## src/rtl/cpu_pkg.sv

```systemverilog
// Shared definitions for the cpu_seq instruction sequencer.
//   state_t          : sequencer states, also exported on the debug port
//   NOP_INSTR        : instruction register value after reset (addi x0,x0,0)
//   DEFAULT_RESET_PC : default fetch address after reset
package cpu_pkg;

  typedef enum logic [2:0] {
    S_IDLE,
    S_FETCH,
    S_IWAIT,
    S_EXEC,
    S_MEM,
    S_DWAIT,
    S_WB,
    S_HALT
  } state_t;

  localparam logic [31:0] NOP_INSTR        = 32'h0000_0013;
  localparam logic [31:0] DEFAULT_RESET_PC = 32'h8000_0000;

endpackage

```

## src/rtl/cpu_seq_perf_cnt.sv

```systemverilog
// perf_cnt: 64-bit cycle and retired-instruction counters.
// Only exists when PERF_CNT_EN is defined.
// Ports:
//   clk, rst_n      : clock, asynchronous active-low reset
//   i_run           : count this cycle (core not halted)
//   i_retire        : one instruction retires this cycle
//   o_cycle_cnt     : cycles counted since reset
//   o_instret_cnt   : instructions retired since reset
`ifdef PERF_CNT_EN
module perf_cnt (
  input  logic        clk,
  input  logic        rst_n,
  input  logic        i_run,
  input  logic        i_retire,
  output logic [63:0] o_cycle_cnt,
  output logic [63:0] o_instret_cnt
);

  logic [63:0] r_cycle;
  logic [63:0] r_instret;

  always_ff @(posedge clk or negedge rst_n) begin
    if (!rst_n) begin
      r_cycle   <= 64'd0;
      r_instret <= 64'd0;
    end else begin
      if (i_run)    r_cycle   <= r_cycle + 64'd1;
      if (i_retire) r_instret <= r_instret + 64'd1;
    end
  end

  assign o_cycle_cnt   = r_cycle;
  assign o_instret_cnt = r_instret;

endmodule
`endif

```

## src/rtl/cpu_seq.sv

```systemverilog
// cpu_seq: multi-cycle instruction sequencer for a simple RISC-V core.
// Walks IDLE -> FETCH -> IWAIT -> EXEC -> (MEM -> DWAIT ->) WB -> FETCH,
// stopping in HALT on ebreak or on a misaligned next PC (trap).
// Optional feature macro: PERF_CNT_EN adds cycle_cnt / instret_cnt outputs.
// Ports:
//   clk, rst_n                      : clock, asynchronous active-low reset
//   imem_req/gnt/rvalid/rdata       : instruction fetch channel
//   pc, ir                          : fetch address / latched instruction
//   dec_memread/memwrite/regwrite/halt : decoder controls for ir
//   pc_next                         : next PC from the branch/jump datapath
//   dmem_req/we/gnt/rvalid          : data access channel
//   rf_we                           : register-file write strobe
//   dbg_state                       : current sequencer state (debug)
//   halted, trap                    : core stopped / stopped on misaligned PC
//   cycle_cnt, instret_cnt          : performance counters (PERF_CNT_EN only)
//
// Memory handshake (both channels): req is held high until the cycle gnt is
// seen with it; the response is a single-cycle rvalid in a later cycle, and is
// only consumed while waiting for it (IWAIT/DWAIT). An rvalid seen in any
// other state, including one left over from before a reset, is dropped.
module cpu_seq
  import cpu_pkg::*;
#(
  parameter logic [31:0] RESET_PC = DEFAULT_RESET_PC
) (
  input  logic        clk,
  input  logic        rst_n,
  output logic        imem_req,
  input  logic        imem_gnt,
  input  logic        imem_rvalid,
  input  logic [31:0] imem_rdata,
  output logic [31:0] pc,
  output logic [31:0] ir,
  input  logic        dec_memread,
  input  logic        dec_memwrite,
  input  logic        dec_regwrite,
  input  logic        dec_halt,
  input  logic [31:0] pc_next,
  output logic        dmem_req,
  output logic        dmem_we,
  input  logic        dmem_gnt,
  input  logic        dmem_rvalid,
  output logic        rf_we,
  output state_t      dbg_state,
  output logic        halted,
  output logic        trap
`ifdef PERF_CNT_EN
  ,
  output logic [63:0] cycle_cnt,
  output logic [63:0] instret_cnt
`endif
);

  state_t      r_state;
  state_t      w_next;
  logic [31:0] r_pc;
  logic [31:0] r_ir;
  logic        r_trap;
  logic        w_ir_load;
  logic        w_pc_load;
  logic        w_trap_set;
  logic        w_misaligned;

  assign w_misaligned = |pc_next[1:0];

  // State register
  always_ff @(posedge clk or negedge rst_n) begin
    if (!rst_n) r_state <= S_IDLE;
    else        r_state <= w_next;
  end

  // Next-state and datapath load enables
  always_comb begin
    w_next     = r_state;
    w_ir_load  = 1'b0;
    w_pc_load  = 1'b0;
    w_trap_set = 1'b0;
    case (r_state)
      S_IDLE:  w_next = S_FETCH;
      S_FETCH: if (imem_gnt) w_next = S_IWAIT;
      S_IWAIT: begin
        if (imem_rvalid) begin
          w_next    = S_EXEC;
          w_ir_load = 1'b1;
        end
      end
      S_EXEC: begin
        if (dec_halt)                         w_next = S_HALT;
        else if (dec_memread || dec_memwrite) w_next = S_MEM;
        else                                  w_next = S_WB;
      end
      S_MEM:   if (dmem_gnt) w_next = S_DWAIT;
      S_DWAIT: if (dmem_rvalid) w_next = S_WB;
      S_WB: begin
        // The register write still happens on a trap; only the PC update
        // is suppressed so pc points at the offending instruction.
        if (w_misaligned) begin
          w_next     = S_HALT;
          w_trap_set = 1'b1;
        end else begin
          w_next    = S_FETCH;
          w_pc_load = 1'b1;
        end
      end
      S_HALT:  w_next = S_HALT;
      default: w_next = S_IDLE;
    endcase
  end

  // PC, instruction register and trap flag
  always_ff @(posedge clk or negedge rst_n) begin
    if (!rst_n) begin
      r_pc   <= RESET_PC;
      r_ir   <= NOP_INSTR;
      r_trap <= 1'b0;
    end else begin
      if (w_ir_load)  r_ir   <= imem_rdata;
      if (w_pc_load)  r_pc   <= pc_next;
      if (w_trap_set) r_trap <= 1'b1;
    end
  end

  // Strobes decode the registered state only, so they are glitch-free and
  // mutually exclusive by construction.
  assign imem_req  = (r_state == S_FETCH);
  assign dmem_req  = (r_state == S_MEM);
  assign dmem_we   = dmem_req & dec_memwrite;
  assign rf_we     = (r_state == S_WB) & dec_regwrite;
  assign halted    = (r_state == S_HALT);
  assign trap      = r_trap;
  assign pc        = r_pc;
  assign ir        = r_ir;
  assign dbg_state = r_state;

`ifdef PERF_CNT_EN
  logic w_run;
  logic w_retire;

  assign w_run    = (r_state != S_HALT);
  assign w_retire = (r_state == S_WB);

  perf_cnt u_perf_cnt (
    .clk           (clk),
    .rst_n         (rst_n),
    .i_run         (w_run),
    .i_retire      (w_retire),
    .o_cycle_cnt   (cycle_cnt),
    .o_instret_cnt (instret_cnt)
  );
`endif

endmodule

```

## config.mk

```make
export PLATFORM = sky130hd
export DESIGN_NAME = cpu_seq
export DESIGN_NICKNAME = d
export VERILOG_FILES = /design/src/rtl/cpu_pkg.sv /design/src/rtl/cpu_seq_perf_cnt.sv /design/src/rtl/cpu_seq.sv
export SDC_FILE = /design/constraint.sdc
export NUM_CORES = 1
export LEC_CHECK = 0
export BUFFER_PORTS_ARGS = -buffer_cell sky130_fd_sc_hd__buf_2
export CORE_MARGIN = 4
export CORE_UTILIZATION = 48
export DETAILED_ROUTE_END_ITERATION = 12
export GPL_TIMING_DRIVEN = 1
export PLACE_DENSITY_LB_ADDON = 0.15
export SYNTH_ARGS = -nofsm -noshare
export SYNTH_HDL_FRONTEND = slang
export SYNTH_SLANG_ARGS = --single-unit
```

## constraint.sdc

```tcl
create_clock -name clk -period 3.4 [get_ports clk]
set_input_delay 0.85 -clock clk [delete_from_list [all_inputs] [get_ports clk]]
set_output_delay 0.85 -clock clk [all_outputs]
set_load 0.1 [all_outputs]
```

==> impl_metrics.yaml, run 1 <==
synthesis:
  netlist_instances: 168
  synth_area_per_cell_um2: 16.01
  synth_seq_area_share_pct: 63.44
  yosysWarnings: 0
  synth_common_cells: "dfrtp_1 (64), mux2_2 (55), mux2_4 (8), nor2_1 (5), dfstp_2 (4)"
  synth_edf_count: 0
  synth_top_area_cell: "dfrtp_1"
  ys_ff_latch: 68
  synth.top_cell.area_share_pct: 59.53
  synth.top_cells.by_area: "dfrtp_1 (60%), mux2_2 (23%), mux2_4 (4.5%), dfstp_2 (3.9%), buf_6 (1.3%)"
  ys.flop_type: "dfrtp_1"
  synth_area_um2: 2690
  syn_nets: 242
  yosysUniqueCellTypes: 25
  synthArstFlopShare_pct: 100.0
  yosysMostFrequentCell: "dfrtp_1"
place:
  gp_congestion: 0.7293
  port_buffers: 146
  pre_cts_slack_ps: 1060
  detailed_place_hpwl_um: 4345
  place.detailed.instances: 378
die:
  pin_count: 147
  die_w_um: 82.86
  row_count: 26
  dieHeight_um: 82.86
  core_um2: 5270
  start_util_pct: 51.04
  die_area_um2: 6866
global_route:
  grt_overflow: 0
  track_usage_pct: 17.14
  grt_pass1_vias: 1928
  antenna_found_initial: 0
  grt_max_degree: 41
  grt_pass1_wl_um: 9480
clock_network:
  cts-htree-levels: 3
  cts_buffers: 9
  cts-root-buf: "clkbuf_8"
  cts_setup_buffers: 0
  cts.repair.resized: 0
  postCtsHoldBufs: 0
  clk_latency_ps: 330
  cts_tree: "done"
  cts.reportedPaths.clkPinSlew_ps: 80
  cts_buffer_depth: 2
  cts.sinks: 68
finish:
  fill_cells: 395
  drive_above_1_share_pct: 74.69
  instances_no_fill: 394
  regArea_um2: 1708
  antenna_cells: 0
  multi_input_area_um2: 927.1
  finalCoreUtilization_pct: 70.63
  nets: 393
  area_delta_synth_final_pct: 38.37
routing:
  dr.pass1.iters: 4
  drc: 0
  wirelength_um: 5759
  dr_total_vias: 1882
  wl_per_cell_um: 14.62
  vias_per_cell: 4.777
  drtIter0Drc: 63
  postRouteAntennaNets: 0
critical_path:
  cpPeakStageDelay_ps: 580
  crit_slowest_cell: "dfrtp_1"
  rr_worst_depth: 4
  path_max_fanout: 12
  start_kind: "flop"
  cp.arrival_ps: 1840
  crit_path_end_kind: "output pin"
  path_cells: "nor2b_2 > and3_2 > buf_2"
  crit_required_ps: 2550
  criticalPathCategory: "reg2out"
sta:
  rsz0062_at_grt: "no"
  min_period_ps: 2685
  finalSetupTns_ps: 0
  hold_viol_final: 0
  fin_crit_sh_pct: 78.98
  relSlewSlack_pct: 55.67
  slew_violations: 0
  layout_setup_ws_ps: 714.8
  worst_clock_skew_ps: 13.37
  worst_slew_pin_slew_ps: 664.9
  finalSetupViolCount: 0
  max_freq_mhz: 372.4
hold_path:
  hold_path.class: "reg2reg"
  hold_path_depth: 1
outcome:
  outcome: "finished clean"
flow_run:
  maxCapViolCount: 0
-- critical path: cells and delay by family, from the launching register on --
kind	cells	cell delay [ps]
and+or+nand+nor	2	510
DFF	1	580
buffers and inverters	1	410
-- sequential cells by signal, summed over array words and instances (netlist names) --
| register | count |
|---|---|
| ir | 32 |
| pc | 32 |
| dbg_state | 3 |
| trap | 1 |
-- worst paths after layout --
kind / start / endpoint / slack [ps]
hold / removal: pc[0]$_DFFE_PN0P_ / pc[0]$_DFFE_PN0P_ / 490
min in group asynchronous: rst_n / pc[21]$_DFFE_PN0P_ / 550
max in group asynchronous: rst_n / pc[31]$_DFFE_PN1P_ / 2150
setup / recovery: dbg_state[1]$_DFFE_PN0P_ / rf_we / 710
setup reg to reg: dbg_state[1]$_DFFE_PN0P_ / ir[2]$_DFFE_PN0P_ / 1420
hold reg to reg: pc[0]$_DFFE_PN0P_ / pc[0]$_DFFE_PN0P_ / 490
-- routing by layer --
metal	global-route usage, %	wire, um	vias up
li1	-	-	895
met1	21.14	2392	885
met5	0	0	-
met3	5.644	485	11
met2	27.26	2737	91
met4	8.024	142	0
-- logic make-up (layout without fill, tap and decap cells) --
kind of cell / Yosys count / after routing / share of synthesized area [%]
buffers and inverters: 9 / 165 / 2.651
AOI/OAI and AO/OA: 6 / 6 / 1.628
DFF: 68 / 68 / 63.44
and+or+nand+nor: 22 / 22 / 4.791
muxes: 63 / 63 / 27.49
-- through the flow --
step	area, um^2	hold slack (ps)
final	3722	486.2
after detailed placement	3488	466.8
after floorplan	2706	554.4
after CTS	3722	489.7
after global routing	3722	500.3
after global placement	3488	459.0
-- cell usage in the layout, fill, tap and decap left out --
master,n
a21oi_1,1
a221o_2,1
a22o_2,1
and2_1,2
and2_2,1
and3_2,2
and3b_1,1
buf_12,1
buf_2,146
buf_4,2
bufinv_16,2
clkbuf_8,11
clkinv_2,1
clkinv_4,1
dfrtp_1,63
dfrtp_2,1
dfstp_2,4
inv_6,1
mux2_2,55
mux2_4,8
nand2_1,3
nand3_1,1
nor2_1,4
nor2_2,1
nor2b_2,1
nor3_1,1
nor3b_1,1
nor3b_4,1
nor4_1,1
o21ai_0,2
o21bai_1,1
or2b_1,1
or3b_2,1
-- cell type report --
class                           instances  area share [%]
Timing Repair Buffer                  149           20.57
Multi-Input combinational cell         91           24.91
Tap cell                               70           2.353
Clock buffer                           11           4.067
Sequential cell                        68           45.88
Clock inverter                          5           2.218
Power of run 1 is not shown: default switching activity piles up to over one toggle a cycle in this logic, so the estimate is an artifact.
==> run 2, diff against run 1 <==
ABC_AREA = 1   (was default)
CORE_UTILIZATION = 45   (was 48)
clock period = 2.7 ns   (was 3.4 ns; I/O delays follow)
==> run 2 against run 1 <==
Effect of this change:
- register-to-register slack worse by 510 ps
- critical endpoint is now dmem_we
- clock skew down 4.1 ps
- sequential share of layout area down 1.0 points
- cell count up 40%
- utilization down 7.4 points
- global-route usage up 0.14 points
- sequential cell count unchanged
- non-clock buffer count unchanged
- synthesized cell count up 93%
==> impl_metrics.yaml, run 2 <==
outcome:
  outcome: "finished clean"
sta:
  finalSetupViolCount: 0
  rsz0062_at_grt: "no"
  relSlewSlack_pct: 57.98
  fin_crit_sh_pct: 89.07
  slew_violations: 0
  hold_viol_final: 0
  max_freq_mhz: 415.8
  finalSetupTns_ps: 0
  worst_slew_pin_slew_ps: 630.3
  min_period_ps: 2405
  worst_clock_skew_ps: 9.233
  hold_ws_ps: 263.1
routing:
  dr_total_vias: 2404
  wl_per_cell_um: 11.56
  vias_per_cell: 4.371
  postRouteAntennaNets: 0
  wirelength_um: 6356
  dr.pass1.iters: 4
  drtIter0Drc: 86
  drc: 0
hold_path:
  hold_path.class: "in2async"
finish:
  antenna_cells: 0
  drive_above_1_share_pct: 37.89
  finalCoreUtilization_pct: 63.21
  instances_no_fill: 550
  layout_common_cells: "buf_2 (146), nand2_1 (138), dfrtp_1 (63)"
  nets: 545
  area_delta_synth_final_pct: 33.22
  layout_commonest_cell: "buf_2"
flow_run:
  maxCapViolCount: 0
clock_network:
  cts.reportedPaths.clkPinSlew_ps: 70
  cts_buffers: 9
  cts-htree-levels: 3
  postCtsHoldBufs: 0
  clk_latency_ps: 330
  cts.repair.resized: 0
  cts_tree: "done"
  cts_buffer_depth: 2
  cts_setup_buffers: 0
  cts.sinks: 68
  cts-root-buf: "clkbuf_8"
pwr:
  report.power.total_uw: 2029
  ir_drop_v: 0.0002554
  p_leak_uw: 0.002382
  cellPowerDensity_nw_per_um2: 532.8
die:
  die_w_um: 87.71
  start_util_pct: 47.45
  core_um2: 6026
  dieHeight_um: 87.71
  die_area_um2: 7692
  pin_count: 147
  row_count: 28
synthesis:
  synth_common_cells: "nand2_1 (138), dfrtp_1 (64), inv_1 (45), o21ai_1 (28), nor2_1 (9)"
  synth_edf_count: 0
  synth_seq_area_share_pct: 59.69
  yosysUniqueCellTypes: 20
  netlist_instances: 325
  yosysMostFrequentCell: "nand2_1"
  synth.top_cells.by_area: "dfrtp_1 (56%), nand2_1 (18%), inv_1 (5.9%), o21ai_1 (4.9%), dfstp_2 (3.7%)"
  synth.top_cell.area_share_pct: 56.02
  ys.flop_type: "dfrtp_1"
  syn_nets: 399
  synth_area_per_cell_um2: 8.797
  ys_ff_latch: 68
  synth_top_area_cell: "dfrtp_1"
  synthArstFlopShare_pct: 100.0
  synth_area_um2: 2859
  yosysWarnings: 0
place:
  gp_congestion: 0.8201
  detailed_place_hpwl_um: 4881
  place.detailed.instances: 535
  port_buffers: 146
critical_path:
  path_buf_inv: 1
  crit_slowest_cell: "dfrtp_1"
  criticalPathCategory: "reg2out"
  crit_path_end_kind: "output pin"
  crit_required_ps: 2030
  cp.arrival_ps: 1730
  rr_worst_depth: 3
  path_max_fanout: 9
  start_kind: "flop"
  reg2reg_slack_ps: 910
  cpPeakStageDelay_ps: 560
  r2r_start: "dbg_state[2]$_DFFE_PN0P_"
  cpLargestDelayFamily: "flip-flops"
  path_cells: "nand2_1 > nor3b_4 > buf_2"
  r2r_end: "ir[31]$_DFFE_PN0P_"
global_route:
  antenna_found_initial: 0
  grt_pass1_wl_um: 10290
  track_usage_pct: 17.28
  grt_pass1_vias: 2318
  grt_max_degree: 65
  grt_overflow: 0
-- run 2: worst max-delay path by stage --
stage,from,cells after the start,end,slack [ps]
CTS,dbg_state[1]$_DFFE_PN0P_,4,dmem_we,280
floorplan,dbg_state[2]$_DFFE_PN0P_,3,dmem_we,-230
global route,dbg_state[1]$_DFFE_PN0P_,4,dmem_we,190
detailed placement,dbg_state[1]$_DFFE_PN0P_,4,dmem_we,640
finish,dbg_state[2]$_DFFE_PN0P_,3,dmem_we,290
global placement,dec_memwrite,3,dmem_we,670
-- run 2: cell families (layout without fill, tap and decap cells) --
kind of cell           after synthesis  in the layout  synth area share (%)
DFF                                 68             68                 59.69
buffers and inverters               61            211                 10.46
AOI/OAI and AO/OA                   35             35                 6.127
and+or+nand+nor                    161            161                 23.72
-- run 2: worst reg2reg max path, delay by kind of cell, from the launching register on --
| kind | cells | cell delay [ps] |
|---|---|---|
| AO/OA/AOI/OAI | 1 | 400 |
| flip-flops | 1 | 510 |
| AND/OR/NAND/NOR | 1 | 510 |
| buffers and inverters | 1 | 280 |
-- run 2: area by class of cell --
type | count | area, um^2
timing repair buffer | 149 | 765.7
clock inverter | 2 | 10.01
inverter | 47 | 178.9
clock buffer | 13 | 158.9
sequential | 68 | 1708
multi-input combinational | 196 | 893.4
tap | 75 | 93.84
fill | 541 | 2217
-- run 2: routing by layer --
metal	up-vias	track usage (%)	part of all wire, %
met5	-	0	0
met4	0	6.834	1.5
met2	89	29.18	48
li1	1263	-	-
met1	1042	20.75	41
met3	10	5.174	9.8
-- run 2: stage by stage --
step	cell area, um^2	setup slack (ps)
2_1_floorplan	2900	-229.6
3_3_place_gp	3640	672.3
3_5_place_dp	3640	643.7
4_1_cts	3809	283.6
5_1_grt	3809	191.6
6_report	3809	295.0
-- run 2: where the power goes --
group / internal [uW] / switching [uW] / total, uW
clock: 376 / 339 / 715
sequential: 1040 / 8.86 / 1050
combinational: 66.1 / 201 / 267
Power figures use the tool's default switching activity.
==> run 3, diff against run 2 <==
ABC_AREA = default   (was 1)
CORE_UTILIZATION = 44   (was 45)
SKIP_CTS_REPAIR_TIMING = 1   (was default)
==> run 3 against run 2 <==
Effect of this change:
- clock skew is 2.8 ps lower
- sequential share of layout area increased by 2.1 points
- utilization fell by 1.4 points
- die area down 3.4%
- first-iteration DRC count decreased by 71%
- register-to-register slack got worse by 50 ps
- critical path depth did not move
- hold slack improved by 32 ps
- maximum frequency grew 2.8%
- design area fell by 4.0%
- routed wire length is 7.9% lower
- cell count down 27%
==> impl_metrics.yaml, run 3 (synthesis gave the netlist of run 1 again) <==
place:
  port_buffers: 146
  gp_congestion: 0.7021
  detailed_place_hpwl_um: 4388
global_route:
  grt_overflow: 0
  antenna_found_initial: 0
  grt_pass1_vias: 1939
  grt_max_degree: 51
  track_usage_pct: 16.25
  grt_pass1_wl_um: 9377
outcome:
  outcome: "finished clean"
hold_path:
  hold_path.class: "in2async"
critical_path:
  cp.arrival_ps: 1660
  reg2reg_slack_ps: 860
  criticalPathCategory: "reg2out"
  startpoint: "dbg_state[1]$_DFFE_PN0P_"
  r2r_start: "dbg_state[1]$_DFFE_PN0P_"
  crit_required_ps: 2030
  crit_path_end_kind: "output pin"
  r2r_end: "ir[2]$_DFFE_PN0P_"
  rr_worst_depth: 4
  start_kind: "flop"
  path_max_fanout: 12
sta:
  fin_crit_sh_pct: 86.62
  relSlewSlack_pct: 66.37
  max_freq_mhz: 427.6
  min_period_ps: 2339
  worst_clock_skew_ps: 6.409
  hold_viol_final: 0
  worst_slew_pin_slew_ps: 507.9
  rsz0062_at_grt: "no"
  finalSetupViolCount: 0
  finalSetupTns_ps: 0
  slew_violations: 0
routing:
  vias_per_cell: 4.752
  top_layer: "met4"
  drtIter0Drc: 25
  met3_length_um: 659
  wl_met2_um: 2692
  wirelength_um: 5854
  drc: 0
  wl_per_cell_um: 14.67
  postRouteAntennaNets: 0
  dr_total_vias: 1896
  dr.pass1.iters: 4
  m1WireLength_um: 2436
die:
  die_w_um: 86.19
  core_um2: 5921
  pin_count: 147
  start_util_pct: 45.44
  dieHeight_um: 86.19
  die_area_um2: 7429
  row_count: 28
flow_run:
  maxCapViolCount: 0
clock_network:
  cts.sinks: 68
  cts-root-buf: "clkbuf_8"
  cts_tree: "done"
  cts.reportedPaths.clkPinSlew_ps: 70
  cts_buffer_depth: 2
  cts_buffers: 9
  cts-htree-levels: 3
  clk_latency_ps: 330
finish:
  layout_common_cells: "buf_2 (146), dfrtp_1 (61), mux2_2 (55)"
  drive_above_1_share_pct: 74.07
  antenna_cells: 0
  layout_commonest_cell: "buf_2"
  regArea_um2: 1715
  fill_cells: 498
  nets: 393
  multi_input_area_um2: 928.4
  area_delta_synth_final_pct: 35.95
==> run 3: layout make-up <==
cell class	instances	share of cell area (%)
repair buffers	149	20.94
well taps	75	2.566
multi-input cells	91	25.38
clock buffers	13	3.797
clock inverters	3	0.4105
flip-flops and latches	68	46.90
==> run 3: stage by stage <==
| stage | hold WS [ps] | util, % | setup slack [ps] | instances | cell area [um^2] |
|---|---|---|---|---|---|
| after floorplan | 379.4 | - | -177.9 | 168 | 2735 |
| after global placement | 461.2 | 59.17 | 710.4 | 383 | 3503 |
| after detailed placement | 457.2 | 59.17 | 700.0 | 383 | 3503 |
| after CTS | 302.1 | 61.77 | 332.0 | 399 | 3657 |
| after global routing | 313.7 | 61.77 | 242.0 | 399 | 3657 |
| final | 294.6 | 61.77 | 361.3 | 399 | 3657 |
==> run 3: per-layer routing <==
metal | vias up | global-route usage (%)
met1 | 906 | 21.32
met3 | 7 | 6.369
li1 | 891 | -
met5 | - | 0
met4 | 0 | 5.524
met2 | 92 | 24.81
==> run 3: worst max-delay path by stage <==
stage | slack [ps] | endpoint | cells after the start
after global routing | 240 | rf_we | 3
after detailed placement | 700 | rf_we | 3
final | 360 | rf_we | 3
after floorplan | -180 | dmem_we | 3
after global placement | 710 | rf_we | 3
after CTS | 330 | rf_we | 3
==> run 3: worst max-delay path, stage by stage (launching register included) <==
cell	delay, ps
dfrtp_4	480
nor2b_2	240
and3_2	190
buf_2	410
Power of run 3 is left out for the same reason.
